--- config.mk ---
export PLATFORM = sky130hd
export DESIGN_NAME = alu_seq
export DESIGN_NICKNAME = d
export VERILOG_FILES = /design/src/rtl/alu_seq.sv
export SDC_FILE = /design/constraint.sdc
export NUM_CORES = 1
export LEC_CHECK = 0
export CORE_MARGIN = 2
export CORE_UTILIZATION = 54
export DETAILED_ROUTE_END_ITERATION = 16
export GPL_ROUTABILITY_DRIVEN = 1
export PLACE_DENSITY_LB_ADDON = 0.08
export SLEW_MARGIN = 20
export SYNTH_ARGS = -nofsm -noshare
export SYNTH_HDL_FRONTEND = slang
export SYNTH_SLANG_ARGS = --single-unit
--- constraint.sdc ---
create_clock -name clk -period 9.77 [get_ports clk]
set_input_delay 1.954 -clock clk [delete_from_list [all_inputs] [get_ports clk]]
set_output_delay 1.954 -clock clk [all_outputs]
set_load 0.02 [all_outputs]
--- src/rtl/alu_seq.sv ---
// alu_seq: registers ALU requests, captures results a cycle later and returns them tagged through a response FIFO
module alu_seq #(
  parameter int DEPTH = 4,
  parameter int TAG_W = 4
) (
  input  logic             clk,
  input  logic             rst,
  input  logic             req_valid,
  output logic             req_ready,
  input  logic [3:0]       req_op,
  input  logic [31:0]      req_a,
  input  logic [31:0]      req_b,
  input  logic [TAG_W-1:0] req_tag,
  output logic [31:0]      alu_in1,
  output logic [31:0]      alu_in2,
  output logic [3:0]       alu_control,
  input  logic [31:0]      alu_out,
  input  logic             alu_zero,
  input  logic             alu_neg,
  output logic             rsp_valid,
  input  logic             rsp_ready,
  output logic [31:0]      rsp_data,
  output logic             rsp_zero,
  output logic             rsp_neg,
  output logic [TAG_W-1:0] rsp_tag,
  output logic [15:0]      done_count
);
  localparam int AW = $clog2(DEPTH);
  localparam logic [AW:0] FULL = (AW+1)'(DEPTH);
  localparam logic [0:0] IDLE = 1'b0;
  localparam logic [0:0] EXEC = 1'b1;
  logic [0:0]       state;
  logic [TAG_W-1:0] tag_q;
  logic [31:0]      mem_data [DEPTH];
  logic             mem_zero [DEPTH];
  logic             mem_neg  [DEPTH];
  logic [TAG_W-1:0] mem_tag  [DEPTH];
  logic [AW-1:0]    wr_ptr, rd_ptr;
  logic [AW:0]      count;
  logic             accept, push, pop;
  // space is only checked at acceptance; one op in flight means the push never overflows
  assign req_ready = !rst && state == IDLE && count < FULL;
  assign accept    = req_valid && req_ready;
  assign push      = state == EXEC;
  assign rsp_valid = count != '0;
  assign pop       = rsp_valid && rsp_ready;
  assign rsp_data  = rsp_valid ? mem_data[rd_ptr] : '0;
  assign rsp_zero  = rsp_valid ? mem_zero[rd_ptr] : 1'b0;
  assign rsp_neg   = rsp_valid ? mem_neg[rd_ptr]  : 1'b0;
  assign rsp_tag   = rsp_valid ? mem_tag[rd_ptr]  : '0;
  always_ff @(posedge clk or posedge rst) begin
    if (rst) begin
      state       <= IDLE;
      alu_in1     <= '0;
      alu_in2     <= '0;
      alu_control <= '0;
      tag_q       <= '0;
      wr_ptr      <= '0;
      rd_ptr      <= '0;
      count       <= '0;
      done_count  <= '0;
    end else begin
      state <= accept ? EXEC : IDLE;
      if (accept) begin
        alu_in1     <= req_a;
        alu_in2     <= req_b;
        alu_control <= req_op;
        tag_q       <= req_tag;
      end
      if (push) wr_ptr <= wr_ptr + 1'b1;
      if (pop) begin
        rd_ptr     <= rd_ptr + 1'b1;
        done_count <= done_count + 16'd1;
      end
      count <= count + (AW+1)'(push) - (AW+1)'(pop);
    end
  end
  always_ff @(posedge clk) begin
    if (push) begin
      mem_data[wr_ptr] <= alu_out;
      mem_zero[wr_ptr] <= alu_zero;
      mem_neg[wr_ptr]  <= alu_neg;
      mem_tag[wr_ptr]  <= tag_q;
    end
  end
endmodule

Word level (Yosys, flattened, before mapping) --
Memories as Yosys holds them, arrays and structs flattened. Index checks and enable logic that the tools add are counted.
Storage, ports and cells: bits in registers 96, memory bits (writable) 152, bits of input ports 110, output and inout port bits 124, logic and storage cells 33, memories 4
Cells by class: add/subtract/negate cells 5, $lt $le $gt $ge 1, multiplexer cells 7, bitwise operators 1, reductions and logical operators 6
Memories:
- mem_data | words 4, width 32, rd ports 1, clocked after memory_dff 0, write ports 1, RTL line 34 | logic [31:0] mem_data [DEPTH];
- mem_tag | words 4, width 4, rd ports 1, clocked after memory_dff 0, write ports 1, RTL line 37 | logic [TAG_W-1:0] mem_tag [DEPTH];
- mem_neg | words 4, width 1, rd ports 1, clocked after memory_dff 0, write ports 1, RTL line 36 | logic mem_neg [DEPTH];
- mem_zero | words 4, width 1, rd ports 1, clocked after memory_dff 0, write ports 1, RTL line 35 | logic mem_zero [DEPTH];
Operators with widths (count):
- $mux 32 | 1
- $add 16x1->16 const B | 1
- $mux 1 | 5
- $add 2x1->2 const B | 2
- $logic_and 1x1->1 | 4
- $mux 4 | 1
- $add 3x1->3 | 1
- $lt 3x3->1 const B | 1
- $reduce_bool 3->1 | 1
- $sub 3x1->3 | 1
- $logic_not 1->1 | 1
- $not 1->1 | 1

Logic depth before layout (Yosys ltp) --
depth after elaboration 5, mapped depth 8, mapped depth without buffers 8

Worst setup path after synthesis --
OpenSTA, ideal clock, no wires.
path kind in2out, from in rst, to out req_ready, arrival time 2.249 ns, data required time 7.816 ns, slack 5.567 ns, stages on the path 1, buffers on the path 0, path through nor3_2
On the way: cells in the longest elaborated chain, start to end 3
Ends and longest elaborated chain:
- start: declaration | RTL line 7 | input logic rst,
- $logic_not 1->1 (no line)
- $logic_and 1x1->1 (2 in a row) | RTL line 42 | assign req_ready = !rst && state == IDLE && count < FULL;
- end: declaration | RTL line 9 | output logic req_ready,
No other way between the ends.

Worst setup path in the final report --
Ends and elaborated chain as after synthesis.

==> results.cfg <==
[placed_design]
port-buffer-count = 233
place_inst = 936
place.gp.congestion = 0.765
place_hpwl_um = 12500
dpl-instance-area_um2 = 12300

[run]
cap_violations = 0

[yosys]
netlist_instances = 492
async_flop_share = 0.387
synth-seq-area-share = 0.702
ys.flop_type = edfxtp_1
synth_area_um2 = 9920
syn_avg_cell_area_um2 = 20.2
yosysWarnings = 0
synth_seq_cells = 248
synth-edff-count = 152
yosysUniqueCellTypes = 33
syn_nets = 610

[power_and_ir_drop]
pwr-share-comb = 0.399
pwr_density_cell_nw_per_um2 = 312
vdd_drop_max_v = 0.000179
p_total_mw = 4.09
power_switching_mw = 1.29
p_int_mw = 2.80
p_seq_frac = 0.381
p_leak_nw = 4.95
switching_share = 0.315
pwr-share-clk = 0.220

[finish]
nNetsFinal = 852
fin_util = 0.728
final_area_um2 = 13100
final_cells = 982
drive_gt1_frac = 0.222
syn_to_final_growth_pct = 32.3

[worst_setup_path]
cp-start-kind = input pin
crit_required_ns = 7.82
cp_slowest_stage_delay_ns = 0.63
end_kind = primary output
crit_type = in2out
crit_chain = clkdlybuf4s50_1 -> nor3_2 -> clkdlybuf4s50_1
arrival_ns = 3.23
path_common_cell = clkdlybuf4s50_1
crit_path_max_fanout = 2
cpMaxStageDelayCell = clkdlybuf4s50_1

[clocking]
cts_buffers = 25
cts_resized = 0
h-tree-depth = 1
clk_latency_ns = 0.50
clk_pin_slew_worst_paths_ns = 0.06
clockBufferDepth = 3
cts_tree = yes
cts-root-buf = clkbuf_16
cts.sinks = 248
cts.hold.buffers_added = 0
cts_setup_buffers = 0

[sta]
fin_crit_ns = 5.18
tns_ns = 0
drv_slew = 0
hold_viol = 0
finalClockSkew_ns = 0.00924
setup_violations = 0
finalCritPeriodShare = 0.531
slew_headroom = 0.295
worst_pin_slew_ns = 1.06
fmax_mhz = 193
rsz0062_at_grt = no

[min_path]
hold_class = reg2reg

[routing]
routedWlPerCell_um = 20.1
avgViaCountPerCell = 5.33
drc = 0
ant_nets = 0
drt_iter0_drc = 313
vias = 5232
dr.pass1.iters = 4
totalWireLength_um = 19700

[grt]
grt_pass1_vias = 5703
antenna_found_initial = 1
grt_pass1_wl_um = 31200
gr-usage-all-layers = 0.205
overflow = 0
grt_max_degree = 50

[floorplan]
ios = 234
dieArea_um2 = 19500
start_util = 0.550
die_h_um = 140
core_region_area_um2 = 18000
row_count = 49
die_x_um = 140

[outcome]
status = finished, final reports clean
==> cells in the mapped netlist (3+ instances only) <==
library cell | number | share of area
and2_2 | 4 | 0.0030
and2b_1 | 8 | 0.0061
buf_12 | 8 | 0.016
buf_4 | 4 | 0.0030
clkbuf_1 | 6 | 0.0023
dfrtp_1 | 96 | 0.24
edfxtp_1 | 152 | 0.46
ha_1 | 7 | 0.0088
inv_1 | 9 | 0.0034
mux2_2 | 3 | 0.0034
mux2_4 | 69 | 0.10
mux4_2 | 38 | 0.086
nand2_1 | 12 | 0.0045
nand3_1 | 5 | 0.0025
nor2_1 | 3 | 0.0011
nor2b_1 | 30 | 0.019
xnor2_1 | 15 | 0.013
xor2_1 | 5 | 0.0044
==> power by group through the flow <==
| stage | Combinational [mW] | Clock, mW | Sequential [mW] |
|---|---|---|---|
| floorplan | 0.829 | 0 | 1.68 |
| global placement | 1.63 | 0 | 1.57 |
| detailed placement | 1.65 | 0 | 1.57 |
| CTS | 1.66 | 0.921 | 1.57 |
| global route | 1.72 | 0.959 | 1.60 |
| finish | 1.63 | 0.901 | 1.56 |
==> logic make-up (layout without fill, tap and decap cells) <==
group,after synthesis,in the layout,share of synthesized area
AOI/OAI and AO/OA,2,2,0.00265
xor gates and xnor gates,20,20,0.0177
adders and majority gates,8,8,0.0108
buffers and inverters,31,291,0.0275
DFF,248,248,0.702
muxes,110,110,0.194
other,0,1,0
and+or+nand+nor,73,73,0.0451
==> worst max-delay path: cells and delay by family <==
kind                   cells  cell delay (ns)
buffers and inverters      2             1.11
AND/OR/NAND/NOR            1             0.17
==> per-layer routing <==
layer	part of all wire	track usage	vias up
li1	-	-	2328
met1	0.40	0.263	2662
met2	0.49	0.343	209
met3	0.087	0.0623	33
met4	0.021	0.0568	0
met5	0	0	-
==> per-stage QoR <==
stage / hold slack (ns) / setup WS, ns
2_1_floorplan: 0.476 / 5.31
3_3_place_gp: 0.467 / 4.60
3_5_place_dp: 0.479 / 4.60
4_1_cts: 0.491 / 4.54
5_1_grt: 0.514 / 4.46
6_report: 0.487 / 4.59
==> sequential cells by signal, indices dropped and copies added (netlist names) <==
name and cells:
alu_in1 32, alu_control 4, count 3, mem_zero 4, mem_tag 16, alu_in2 32
mem_data 128, wr_ptr 2, push 1, tag_q 4, mem_neg 4, rd_ptr 2
done_count 16
==> worst paths after layout <==
| path | from | to | slack (ns) | cells past startpoint |
|---|---|---|---|---|
| hold / removal | done_count[15] | done_count[15] | 0.49 | 1 |
| setup reg to reg | push | alu_in1[4] | 7.20 | 4 |
| hold reg to reg | done_count[15] | done_count[15] | 0.49 | 1 |
| max in group asynchronous | rst | alu_in2[29] | 6.79 | 3 |
| setup / recovery | rst | req_ready | 4.59 | 3 |
| min in group asynchronous | rst | alu_in1[6] | 1.93 | 2 |
==> final cells by class <==
cell class,count,area [µm²]
Inverter,9,36.3
Sequential cell,248,6970
Clock buffer,33,696
Timing Repair Buffer,237,2360
Fill cell,1124,4900
Clock inverter,12,85.1
Antenna cell,1,2.50
Tap cell,229,287
Multi-Input combinational cell,213,2690
==> cell usage in the layout, fill, tap and decap left out, types with 2 or more instances in the layout <==
cell / synthesis / routed
mux2_4: 69 / 69
inv_1: 9 / 8
and3_1: 2 / 2
mux4_2: 38 / 38
dfrtp_1: 96 / 94
and2_2: 4 / 3
and2_4: 0 / 2
nand2_1: 12 / 12
ha_1: 7 / 7
buf_4: 4 / 4
dfrtp_2: 0 / 2
xnor2_1: 15 / 15
mux2_2: 3 / 3
nand3_1: 5 / 5
clkinv_2: 0 / 9
xor2_1: 5 / 5
inv_4: 0 / 2
nor2b_1: 30 / 30
clkdlybuf4s50_1: 0 / 233
nor2_1: 3 / 3
clkbuf_16: 0 / 25
nor3_2: 1 / 2
edfxtp_1: 152 / 152
clkbuf_8: 0 / 4
clkbuf_1: 6 / 4
and2b_1: 8 / 8
nand4_1: 2 / 2
Power figures use the tool's default switching activity.
